### src/rtl/mc_ctrl_pkg.sv
// Shared definitions for the multicycle CPU control FSM: states, opcodes, select encodings.
// The addi path exists only when CTRL_ADDI_EN is defined.
package mc_ctrl_pkg;

   localparam logic [5:0] OP_RTYPE = 6'b000000;
   localparam logic [5:0] OP_J     = 6'b000010;
   localparam logic [5:0] OP_BEQ   = 6'b000100;
   localparam logic [5:0] OP_ADDI  = 6'b001000;
   localparam logic [5:0] OP_LW    = 6'b100011;
   localparam logic [5:0] OP_SW    = 6'b101011;

   typedef enum logic [3:0] {
      S_RST    = 4'd0,
      S_FETCH  = 4'd1,
      S_DECODE = 4'd2,
      S_MEMADR = 4'd3,
      S_MEMRD  = 4'd4,
      S_MEMWB  = 4'd5,
      S_MEMWR  = 4'd6,
      S_EXEC   = 4'd7,
      S_RWB    = 4'd8,
      S_BEQ    = 4'd9,
      S_JUMP   = 4'd10
`ifdef CTRL_ADDI_EN
      ,
      S_ADDI   = 4'd11,
      S_AWB    = 4'd12
`endif
   } state_t;

   localparam logic [1:0] SRCB_B       = 2'b00;
   localparam logic [1:0] SRCB_4       = 2'b01;
   localparam logic [1:0] SRCB_SEXT    = 2'b10;
   localparam logic [1:0] SRCB_SEXT_SH = 2'b11;

   localparam logic [1:0] ALUOP_ADD   = 2'b00;
   localparam logic [1:0] ALUOP_SUB   = 2'b01;
   localparam logic [1:0] ALUOP_FUNCT = 2'b10;

   localparam logic [1:0] PCSRC_ALU    = 2'b00;
   localparam logic [1:0] PCSRC_ALUOUT = 2'b01;
   localparam logic [1:0] PCSRC_JUMP   = 2'b10;

   // S_FETCH as the target doubles as the "unknown opcode" marker.
   function automatic state_t decode_target(input logic [5:0] op);
      decode_target = S_FETCH;
      case (op)
         OP_LW, OP_SW: decode_target = S_MEMADR;
         OP_RTYPE:     decode_target = S_EXEC;
         OP_BEQ:       decode_target = S_BEQ;
         OP_J:         decode_target = S_JUMP;
`ifdef CTRL_ADDI_EN
         OP_ADDI:      decode_target = S_ADDI;
`endif
         default:      decode_target = S_FETCH;
      endcase
   endfunction

endpackage

### src/rtl/mc_ctrl_decode.sv
// State-to-control decode for the multicycle FSM; combinational, zero latency.
// Fetch strobes and illegal_op are the only outputs that also depend on inputs.
module mc_ctrl_decode
   import mc_ctrl_pkg::*;
(
   input  state_t     state,
   input  logic       mem_ready,
   input  logic       op_illegal,
   output logic       PCWRITE,
   output logic       BRANCH,
   output logic       IorD,
   output logic       MemRead,
   output logic       MemWrite,
   output logic       IRWrite,
   output logic       RegDst,
   output logic       MemtoReg,
   output logic       RegWrite,
   output logic       ALUSrcA,
   output logic [1:0] ALUSrcB,
   output logic [1:0] ALUOp,
   output logic [1:0] PCSource,
   output logic       illegal_op
);

   always_comb begin
      PCWRITE    = 1'b0;
      BRANCH     = 1'b0;
      IorD       = 1'b0;
      MemRead    = 1'b0;
      MemWrite   = 1'b0;
      IRWrite    = 1'b0;
      RegDst     = 1'b0;
      MemtoReg   = 1'b0;
      RegWrite   = 1'b0;
      ALUSrcA    = 1'b0;
      ALUSrcB    = SRCB_B;
      ALUOp      = ALUOP_ADD;
      PCSource   = PCSRC_ALU;
      illegal_op = 1'b0;
      case (state)
         S_FETCH: begin
            MemRead = 1'b1;
            ALUSrcB = SRCB_4;
            // IR load and PC+4 commit only when the instruction word arrives
            IRWrite = mem_ready;
            PCWRITE = mem_ready;
         end
         S_DECODE: begin
            ALUSrcB    = SRCB_SEXT_SH;
            illegal_op = op_illegal;
         end
         S_MEMADR: begin
            ALUSrcA = 1'b1;
            ALUSrcB = SRCB_SEXT;
         end
         S_MEMRD: begin
            MemRead = 1'b1;
            IorD    = 1'b1;
         end
         S_MEMWB: begin
            RegWrite = 1'b1;
            MemtoReg = 1'b1;
         end
         S_MEMWR: begin
            MemWrite = 1'b1;
            IorD     = 1'b1;
         end
         S_EXEC: begin
            ALUSrcA = 1'b1;
            ALUOp   = ALUOP_FUNCT;
         end
         S_RWB: begin
            RegWrite = 1'b1;
            RegDst   = 1'b1;
         end
         S_BEQ: begin
            ALUSrcA  = 1'b1;
            ALUOp    = ALUOP_SUB;
            PCSource = PCSRC_ALUOUT;
            BRANCH   = 1'b1;
         end
         S_JUMP: begin
            PCWRITE  = 1'b1;
            PCSource = PCSRC_JUMP;
         end
`ifdef CTRL_ADDI_EN
         S_ADDI: begin
            ALUSrcA = 1'b1;
            ALUSrcB = SRCB_SEXT;
         end
         S_AWB: begin
            RegWrite = 1'b1;
         end
`endif
         default: ;
      endcase
   end

endmodule

### src/rtl/multicycle_control.sv
// Multicycle CPU main control FSM; 3-5 cycles per instruction, memory states stall on mem_ready.
// Define CTRL_ADDI_EN to add the addi path (S_ADDI, S_AWB).
module multicycle_control
   import mc_ctrl_pkg::*;
#(
   parameter int OP_W = 6
) (
   input  logic            clk,
   input  logic            rst_n,
   input  logic [OP_W-1:0] Opcode,
   input  logic            mem_ready,
   output logic            PCWRITE,
   output logic            BRANCH,
   output logic            IorD,
   output logic            MemRead,
   output logic            MemWrite,
   output logic            IRWrite,
   output logic            RegDst,
   output logic            MemtoReg,
   output logic            RegWrite,
   output logic            ALUSrcA,
   output logic [1:0]      ALUSrcB,
   output logic [1:0]      ALUOp,
   output logic [1:0]      PCSource,
   output logic            illegal_op
);

   state_t state;
   state_t dec_tgt;
   logic   op_illegal;
   logic   op_is_lw;

   assign dec_tgt    = decode_target(6'(Opcode));
   assign op_illegal = (dec_tgt == S_FETCH);
   assign op_is_lw   = (6'(Opcode) == OP_LW);

   always_ff @(posedge clk or negedge rst_n) begin
      if (!rst_n) begin
         state <= S_RST;
      end else begin
         case (state)
            S_RST:    state <= S_FETCH;
            S_FETCH:  if (mem_ready) state <= S_DECODE;
            S_DECODE: state <= dec_tgt;
            S_MEMADR: state <= op_is_lw ? S_MEMRD : S_MEMWR;
            S_MEMRD:  if (mem_ready) state <= S_MEMWB;
            S_MEMWB:  state <= S_FETCH;
            S_MEMWR:  if (mem_ready) state <= S_FETCH;
            S_EXEC:   state <= S_RWB;
            S_RWB:    state <= S_FETCH;
            S_BEQ:    state <= S_FETCH;
            S_JUMP:   state <= S_FETCH;
`ifdef CTRL_ADDI_EN
            S_ADDI:   state <= S_AWB;
            S_AWB:    state <= S_FETCH;
`endif
            default:  state <= S_FETCH;
         endcase
      end
   end

   mc_ctrl_decode u_decode (
      .state      (state),
      .mem_ready  (mem_ready),
      .op_illegal (op_illegal),
      .PCWRITE    (PCWRITE),
      .BRANCH     (BRANCH),
      .IorD       (IorD),
      .MemRead    (MemRead),
      .MemWrite   (MemWrite),
      .IRWrite    (IRWrite),
      .RegDst     (RegDst),
      .MemtoReg   (MemtoReg),
      .RegWrite   (RegWrite),
      .ALUSrcA    (ALUSrcA),
      .ALUSrcB    (ALUSrcB),
      .ALUOp      (ALUOp),
      .PCSource   (PCSource),
      .illegal_op (illegal_op)
   );

endmodule

### config.mk
export PLATFORM = sky130hd
export DESIGN_NAME = multicycle_control
export DESIGN_NICKNAME = d
export VERILOG_FILES = /design/src/rtl/mc_ctrl_pkg.sv /design/src/rtl/mc_ctrl_decode.sv /design/src/rtl/multicycle_control.sv
export SDC_FILE = /design/constraint.sdc
export NUM_CORES = 1
export LEC_CHECK = 0
export ABC_CLOCK_PERIOD_IN_PS = 2950
export CAP_MARGIN = 40
export CORE_AREA = 2 2 39 41
export CTS_CLUSTER_DIAMETER = 100
export DETAILED_ROUTE_END_ITERATION = 12
export DIE_AREA = 0 0 41 43
export GPL_ROUTABILITY_DRIVEN = 0
export PLACE_DENSITY = 0.74
export SYNTH_ARGS = -nofsm -noshare
export SYNTH_HDL_FRONTEND = slang
export SYNTH_SLANG_ARGS = --single-unit
### constraint.sdc
create_clock -name clk -period 2.95 [get_ports clk]
set_clock_uncertainty 0.05 [all_clocks]
set_input_delay 0.59 -clock clk [delete_from_list [all_inputs] [get_ports clk]]
set_output_delay 0.59 -clock clk [all_outputs]
set_load 0.005 [all_outputs]
# Word-level counts from Yosys, hierarchy flattened
# Cells that the tools add are included.
[word_totals]
regBits = 4
output_inout_bits = 17
wordCells = 46
[classes]
n_eq_ne = 18
n_mux = 20
n_reduce_logical = 7
[ops]
columns = ["op", "count"]
rows = [
  ["$pmux 4 s6", 1],
  ["$eq 4x3->1 const B", 4],
  ["$pmux 4 s4", 1],
  ["$eq 4x4->1 const B", 3],
  ["$eq 6x6->1 const B", 2],
  ["$mux 4", 3],
  ["$mux 1", 10],
  ["$eq 4x1->1 const B", 2],
  ["$eq 4x2->1 const B", 2],
  ["$pmux 2 s2", 2],
  ["$reduce_or 2->1", 4],
  ["$eq 6x2->1 const B", 1],
  ["$eq 6x3->1 const B", 1],
  ["$logic_not 6->1", 1],
  ["$ne 2x2->1 const B", 3],
  ["$pmux 2 s3", 1],
  ["$reduce_and 3->1", 1],
  ["$reduce_or 3->1", 1],
  ["$mux 2", 1],
  ["$pmux 1 s2", 1],
]

# Depth between registers and ports, before layout
# Gate-level depths: netlist of run 1.
[logic_depth]
word_depth = 5
ltp_mapped = 4

# Hierarchy
# Synthesis of run 1 repeated with hierarchy kept, for this count alone.
[unflattened]
hier_cells = 70
area_unflattened_um2 = 546.8
[modules_own_cells]
columns = ["module", "n_inst", "cells_each", "area_each_um2"]
rows = [
  ["multicycle_control", 1, 37, 319.1],
  ["mc_ctrl_decode", 1, 33, 227.7],
]

# Worst setup path before layout of run 1
# No wires, ideal clock.
[synth_path]
path_type = "input to output"
from = "input Opcode[5]"
to = "output illegal_op"
arrival_time_ns = 1.376
t_required_ns = 2.310
slack_ns = 0.934
cell_stages = 3
path_buffers = 0
path_cell_list = "or3_2 > a221oi_1 > nor2_1"
[synth_via]
elab_chain_cells = 5
elab_cells_between_ends = 9
classes_between = "eq/ne (5); mux (2); reduce/logical (2)"
[synth_lines]
columns = ["element", "line_no", "text"]
rows = [
  ["from (decl)", "multicycle_control.sv:10", "input logic [OP_W-1:0] Opcode,"],
  ["$eq 6x6->1", "mc_ctrl_pkg.sv:47", "case (op)"],
  ["$reduce_or 2->1", "mc_ctrl_pkg.sv:47", ""],
  ["$pmux 4 s4 *", "mc_ctrl_pkg.sv:47", ""],
  ["$eq 4x1->1 *", "multicycle_control.sv:34", "assign op_illegal = (dec_tgt == S_FETCH);"],
  ["$mux 1 *", "mc_ctrl_decode.sv:40", "case (state)"],
  ["to (decl)", "multicycle_control.sv:25", "output logic illegal_op"],
]
# Mark *: on every way between the ends. The rest lies on a longest branch, timed or not.

# Worst setup path after layout of run 1
# Ends and elaborated chain as after synthesis.

==> results of run 1 <==
==> routing by layer <==
| metal | GRT usage (%) | vias to the layer above | part of all wire (%) |
|---|---|---|---|
| met5 | 0 | - | 0 |
| met4 | 4.00 | 0 | 0 |
| met3 | 3.66 | 0 | 8.7 |
| met2 | 24.1 | 27 | 48 |
| met1 | 16.5 | 244 | 43 |
| li1 | - | 271 | - |
==> critical path, cell delays in order <==
cell and delay (ns):
clkdlybuf4s50_1 0.41, or3_2 0.50, a221oi_2 0.22, nor2_1 0.06, clkdlybuf4s50_1 0.44
==> Yosys cell counts (2+ instances only) <==
cell      count  area, sq um
buf_4         2         15.0
or2_2         2         12.5
xnor2_1       2         17.5
nand3_1       2         10.0
a21oi_1       2         10.0
clkbuf_1      2         7.51
nor2_1       10         37.5
nand2b_1      5         31.3
nor3_1        2         10.0
nand2_1       3         11.3
dfrtp_1       4          100
inv_1         2         7.51
==> kinds of logic after synthesis <==
group | Yosys count
xor+xnor | 2
buf+inv | 8
mux | 1
compound gates | 12
simple gates | 32
flops | 4
==> power groups by stage <==
stage          registers (mW)  clock network, mW  logic [mW]
4_1_cts                 0.133             0.0665       0.335
3_3_place_gp            0.134                  0       0.330
2_1_floorplan          0.0861                  0       0.216
5_1_grt                 0.137             0.0701       0.366
3_5_place_dp            0.133                  0       0.334
6_report                0.134             0.0643       0.333
==> metrics by stage <==
stage / instance area (sq um) / std cells / setup slack, ns / hold WS, ns
final: 744 / 100 / 0.0810 / 0.512
after global routing: 744 / 100 / 0.0135 / 0.539
after floorplan: 460 / 59 / 0.934 / 0.244
after CTS: 738 / 100 / 0.0471 / 0.511
after detailed placement: 716 / 97 / 0.0566 / 0.577
after global placement: 716 / 97 / 0.0706 / 0.582
==> worst max path at each step <==
stage          depth (start not counted)      start  slack (ns)    endpoint
2_1_floorplan                          3  Opcode[5]        0.93  illegal_op
3_3_place_gp                           5  Opcode[5]        0.07  illegal_op
3_5_place_dp                           5  Opcode[5]        0.06  illegal_op
4_1_cts                                5  Opcode[5]        0.05  illegal_op
5_1_grt                                5  Opcode[5]        0.01  illegal_op
6_report                               5  Opcode[5]        0.08  illegal_op
==> area by class of cell <==
type	count	area, sq um	share of cell area (%)
multi-input cells	47	322	43.2
repair buffers	28	273	36.6
flip-flops and latches	4	100	13.4
clock buffers	3	22.5	3.03
well taps	16	20.0	2.69
inverters	2	7.51	1.01
==> repair_timing <==
item                       in CTS  in global routing
hold endpoints to repair        0                  0
resized for setup               0                  1
buffers inserted                0                  0
setup endpoints to repair       0                  1
==> key figures, run 1 <==
Final layout
  • Synth-to-layout area growth: 61.7%
  • Util after Layout: between 50 and 60%
  • Largest registers: state (4)
  • Largest Register: state
  • Most frequent cells in the layout: 25 x clkdlybuf4s50_1, 10 x nor2_1, 5 x nand2b_1
  • Ant. Diodes: 0
  • Ratio of cells with drive above 1 in the final layout: 16.7%
  • Most common cell after layout, fill and taps aside: clkdlybuf4s50_1
  • FILL cells: 149
  • Max reg flops: 4
  • Nets: 95

Floorplan
  • Starting Density: 33.3%
  • Die Wd: 41 um
  • Ports: 26
  • Die area: 1760 sq um
  • CORE AREA: 1380 sq um
  • Die Height: around 43 um
  • Row Count: 14

Timing
  • Final Max Slew Viols: 0
  • Total negative setup slack: 0 ns
  • Relative slew margins: 74.4%
  • Post-layout minimum cycle time: 2.87 ns
  • RSZ-0062 raised after global routing: false
  • Final Setup Violations: 0
  • Peak Freq: approximately 350 MHz
  • Final period utilization: 97.3%
  • Final Hold Viols: 0
  • Worst Max-Slew Pin Slew: 0.385 ns

Power
  • Combinational power share: 62.7%
  • Peak supply drop: 0.348 mV
  • Pwr Density: a little over 700 nW/um^2
  • Cell internal pwr: 0.333 mW
  • Leakage power: 0.274 nW
  • Tot Pwr: 0.531 mW
  • P_sw: 0.198 mW
  • Net Sw Frac: a little under two fifths
  • Sequential power share: 25.2%
  • Clock share of power: approximately 12%

Drt
  • DRC viols: 0
  • Routed length per instance: 11.7 um
  • Final ANT Viol Nets: 0
  • Via count: about 540
  • Initial DRC Count: 7
  • Vias per inst: 5.42
  • Final wirelength: 1.17 mm
  • Pre-antenna DRT Iters: 4

Clocking
  • CTS Hold Bufs: 0
  • CTS buffer count: 3
  • CTS root buf: clkbuf_4
  • CTS tree: done
  • CTS max path bufs: 2
  • CTS H-tree lvls: 1
  • Skew-Pair Late Insertion Delay: 0.23 ns
  • Worst-path clk slew: 0.04 ns
  • Clock sink total: 4

Synthesis
  • Syn Nets: 68
  • Largest family of logic cells by synthesized area: simple AND/OR/NAND/NOR gates
  • Synth Area in Simple Gates: slightly above 40%
  • Post-Synth Adder-Cell Area: 0%
  • Mux contribution to synthesized area: 2.45%
  • Main synth FF type: dfrtp_1
  • Seq cells post-synth: 4
  • Number of synthesized flops with an enable pin: 0
  • Xor and xnor fraction of the mapped netlist area: approximately 3.8%
  • Synth warn: 0
  • Syn Inst Count: 59
  • Synthesized area per cell: 7.80 sq um
  • Seq/Total Area, Yosys: a little over a fifth
  • Library cells used by synthesis: 33
  • Post-synthesis cell area: ~460 sq um
  • Synth Area in Compound Gates: between 20% and 30%
  • Async set-reset flop share out of synthesis: 100%

Critical path
  • Crit Path Category: input port to output port
  • Worst Path Arrival: 2.23 ns
  • Reg-to-reg setup timing slack: 1.07 ns
  • FF-to-FF Start: state[2]
  • FF-to-FF End: state[1]
  • Critical Path Fanout Max: 2
  • Req. time, crit path: 2.31 ns
  • Startpoint types: input port
  • Worst Reg-to-Reg Cells: 3
  • CP Capture Type: output port

Global routing
  • GRT Overall Usage: between 10% and 20%
  • Initial antenna violation count: 0
  • Vias in the first global route: 452
  • Global-route wire length before repair: 1.75 mm
  • Pin count of the biggest net entering global routing: 14
  • Gr ovfl total: 0

Run status
  • Status: finished, final reports clean

Run
  • Max-Cap Viols: 0

Hold path
  • Worst hold path class: input port to asynchronous set/reset pin

Place
  • HPWL Detailed: 911 um
  • Port bufs: 25
Power figures use the tool's default switching activity.
==> inputs of run 2 (changes only) <==
Settings changed: ABC_AREA from default to 1, CORE_AREA 2 2 39 41 to default, CORE_ASPECT_RATIO from default to 1.4, CORE_UTILIZATION from default to 25, DIE_AREA 0 0 41 43 to default, PLACE_DENSITY 0.74 to default.
==> key figures, run 2 <==
Synthesis
  • Synth Area in Compound Gates: 11.9% (was 21.2%)
  • Post-synthesis cell area: 495 sq um (was 460 sq um)
  • Seq/Total Area, Yosys: 20.2% (was 21.7%)
  • Seq cells post-synth: 4 (unchanged)
  • Mux contribution to synthesized area: 0% (was 2.45%)
  • Post-Synth Adder-Cell Area: 0% (unchanged)
  • Library cells used by synthesis: 20 (was 33)
  • Synth Area in Simple Gates: 51.0% (was 41.0%)
  • Xor and xnor fraction of the mapped netlist area: 0% (was 3.80%)
  • Synth area leaders: dfrtp_1 20%, nand2_1 16%, nor2_1 11%, inv_1 9.1%, nand3_1 5.1% (was dfrtp_1 22%, nor2_1 8.2%, nand2b_1 6.8%, xnor2_1 3.8%, buf_4 3.3%)
  • Largest family of logic cells by synthesized area: simple AND/OR/NAND/NOR gates (unchanged)
  • Number of synthesized flops with an enable pin: 0 (unchanged)
  • Most common cell in the netlist: nand2_1 (was nor2_1)
  • Synthesized area per cell: 5.90 sq um (was 7.80 sq um)
  • Main synth FF type: dfrtp_1 (unchanged)
  • Post-synth top area cell: dfrtp_1 (unchanged)
  • Async set-reset flop share out of synthesis: 100% (unchanged)
  • Syn Inst Count: 84 (was 59)
  • Synth warn: 0 (unchanged)
  • Post-synth top area share: 20.2% (was 21.7%)
  • Most instantiated cells after synthesis: 21 x nand2_1, 15 x nor2_1, 12 x inv_1 (was 10 x nor2_1, 5 x nand2b_1, 4 x dfrtp_1)
  • Syn Nets: 93 (was 68)

Floorplan
  • Row Count: 18 (was 14)
  • Die area: 2170 sq um (was 1760 sq um)
  • Ports: 26 (unchanged)
  • Starting Density: 27.5% (was 33.3%)
  • CORE AREA: 1800 sq um (was 1380 sq um)
  • Die Height: 54.7 um (was 43 um)
  • Die Wd: 39.6 um (was 41 um)

Drt
  • Final ANT Viol Nets: 0 (unchanged)
  • Vias per inst: 4.62 (was 5.42)
  • Via count: 601 (was 542)
  • Final wirelength: 1.31 mm (was 1.17 mm)
  • Routed length per instance: 10.1 um (was 11.7 um)
  • DRC viols: 0 (unchanged)
  • Initial DRC Count: 14 (was 7)
  • Pre-antenna DRT Iters: 4 (unchanged)

Final layout
  • Nets: 121 (was 95)
  • Ratio of cells with drive above 1 in the final layout: 17.3% (was 16.7%)
  • Most common cell after layout, fill and taps aside: clkdlybuf4s50_1 (unchanged)
  • Synth-to-layout area growth: 57.1% (was 61.7%)
  • Largest registers: state (4) (unchanged)
  • Final non-filler cell area: 778 sq um (was 744 sq um)
  • Util after Layout: 43.2% (was 53.8%)
  • Ant. Diodes: 0 (unchanged)
  • Max reg flops: 4 (unchanged)
  • Largest Register: state (unchanged)
  • Most frequent cells in the layout: 25 x clkdlybuf4s50_1, 21 x nand2_1, 15 x nor2_1 (was 25 x clkdlybuf4s50_1, 10 x nor2_1, 5 x nand2b_1)
  • FILL cells: 203 (was 149)

Hold path
  • Worst hold path class: input port to asynchronous set/reset pin (unchanged)

Global routing
  • GRT Overall Usage: 14.3% (was 14.2%)
  • Global-route wire length before repair: 2.07 mm (was 1.75 mm)
  • Initial antenna violation count: 0 (unchanged)
  • Pin count of the biggest net entering global routing: 7 (was 14)
  • Vias in the first global route: 538 (was 452)
  • Gr ovfl total: 0 (unchanged)

Timing
  • Post-layout minimum cycle time: 2.65 ns (was 2.87 ns)
  • Hold Slack: 0.495 ns (was 0.512 ns)
  • Peak Freq: 378 MHz (was 349 MHz)
  • RSZ-0062 raised after global routing: false (unchanged)
  • Final worst slack: 0.303 ns (was 0.0810 ns)
  • Final period utilization: 89.7% (was 97.3%)
  • Relative slew margins: 86.3% (was 74.4%)
  • Worst Max-Slew Pin Slew: 0.206 ns (was 0.385 ns)
  • Final Hold Viols: 0 (unchanged)
  • Final Setup Violations: 0 (unchanged)
  • Final Max Slew Viols: 0 (unchanged)
  • Total negative setup slack: 0 ns (unchanged)

Critical path
  • Req. time, crit path: 2.31 ns (about the same)
  • Worst Reg-to-Reg Cells: 8 (was 3)
  • Crit Path Category: input port to output port (unchanged)
  • Worst path slowest cell: clkdlybuf4s50_1 (was or3_2)
  • CP Capture Type: output port (unchanged)
  • Critical Path Fanout Max: 3 (was 2)
  • Worst Path Arrival: 2.01 ns (was 2.23 ns)
  • CP peak stage delay: 0.50 ns (about the same)
  • Startpoint types: input port (unchanged)
  • Critical Path, Cell by Cell: clkdlybuf4s50_1 > nor2_1 > nand3_1 > nand3_1 > nor2_1 > clkdlybuf4s50_1 (was clkdlybuf4s50_1 > or3_2 > a221oi_2 > nor2_1 > clkdlybuf4s50_1)

Clocking
  • CTS max path bufs: 2 (unchanged)
  • Skew-Pair Late Insertion Delay: 0.24 ns (was 0.23 ns)
  • CTS tree: done (unchanged)
  • Clock sink total: 4 (unchanged)
  • CTS root buf: clkbuf_4 (unchanged)
  • CTS buffer count: 3 (unchanged)
  • Resized cells post-CTS: 0 (unchanged)
  • CTS H-tree lvls: 1 (unchanged)
  • Worst-path clk slew: 0.04 ns (about the same)
  • Setup Fix Bufs, Post-CTS: 0 (unchanged)
  • CTS Hold Bufs: 0 (unchanged)

Place
  • Placed Area: 756 sq um (was 716 sq um)
  • Dpl ws: 0.310 ns (was 0.0566 ns)
  • Port bufs: 25 (unchanged)
  • HPWL Detailed: 1.09 mm (was 911 um)

Power
  • Peak supply drop: 0.362 mV (was 0.348 mV)
  • Pwr Density: 843 nW/um^2 (was 713 nW/um^2)
  • Leakage power: 0.386 nW (was 0.274 nW)

Run
  • Max-Cap Viols: 0 (unchanged)

Run status
  • Status: finished, final reports clean (unchanged)
[run 2: cell types whose count changed after synthesis, sizes merged, moves of 3 or more]
| cell | delta |
|---|---|
| nor2 | +11 |
| inv | +14 |
| nand2 | +21 |
| nand2b | -5 |
| o21ai | +3 |
| o22ai | +3 |
| nand3 | +3 |
[run 2: path summary, 6_finish.rpt]
check,startpoint,end,slack (ns)
max in group asynchronous,rst_n,state[3],2.19
min in group clk,state[0],state[2],0.50
worst min register to register,state[0],state[2],0.50
worst min-delay path,rst_n,state[1],0.50
worst max register to register,state[3],state[0],1.70
worst max-delay path,Opcode[0],illegal_op,0.30
[run 2: layout make-up]
class                      count  area, sq um  area share [%]
inverter                      18         68.8            8.84
multi-input combinational     60          312            40.0
sequential                     4          100            12.9
timing repair buffer          25          250            32.2
clock buffer                   3         22.5            2.89
tap                           20         25.0            3.22
[run 2: layer usage]
metal | global-route usage, % | wire length [um] | vias to the layer above
met5 | 0 | 0 | -
met2 | 24.9 | 698 | 21
li1 | - | - | 313
met3 | 2.44 | 66 | 5
met4 | 10.3 | 37 | 0
met1 | 14.9 | 509 | 262
[run 2: cells by family (layout without fill, tap and decap cells)]
logic type             count (synthesis)  in the layout
AOI/OAI and AO/OA                      8              8
buffers and inverters                 20             46
and+or+nand+nor                       52             52
DFF                                    4              4
[run 2: power breakdown]
part	leakage, nW	internal, mW	switching (mW)	total (mW)
registers	0.0508	0.0777	0.0309	0.109
clock network	0.0138	0.0456	0.0241	0.0697
logic	0.322	0.227	0.251	0.477
[run 2: worst max-delay path, delay by kind of cell]
| family | cells | cell delay (ns) |
|---|---|---|
| simple gates | 4 | 0.41 |
| buf+inv | 2 | 1.00 |
[run 2: through the flow]
step	power, mW	std cells
after floorplan	0.392	84
after global placement	0.591	127
after global routing	0.718	130
after detailed placement	0.589	127
final	0.656	130
after CTS	0.663	130
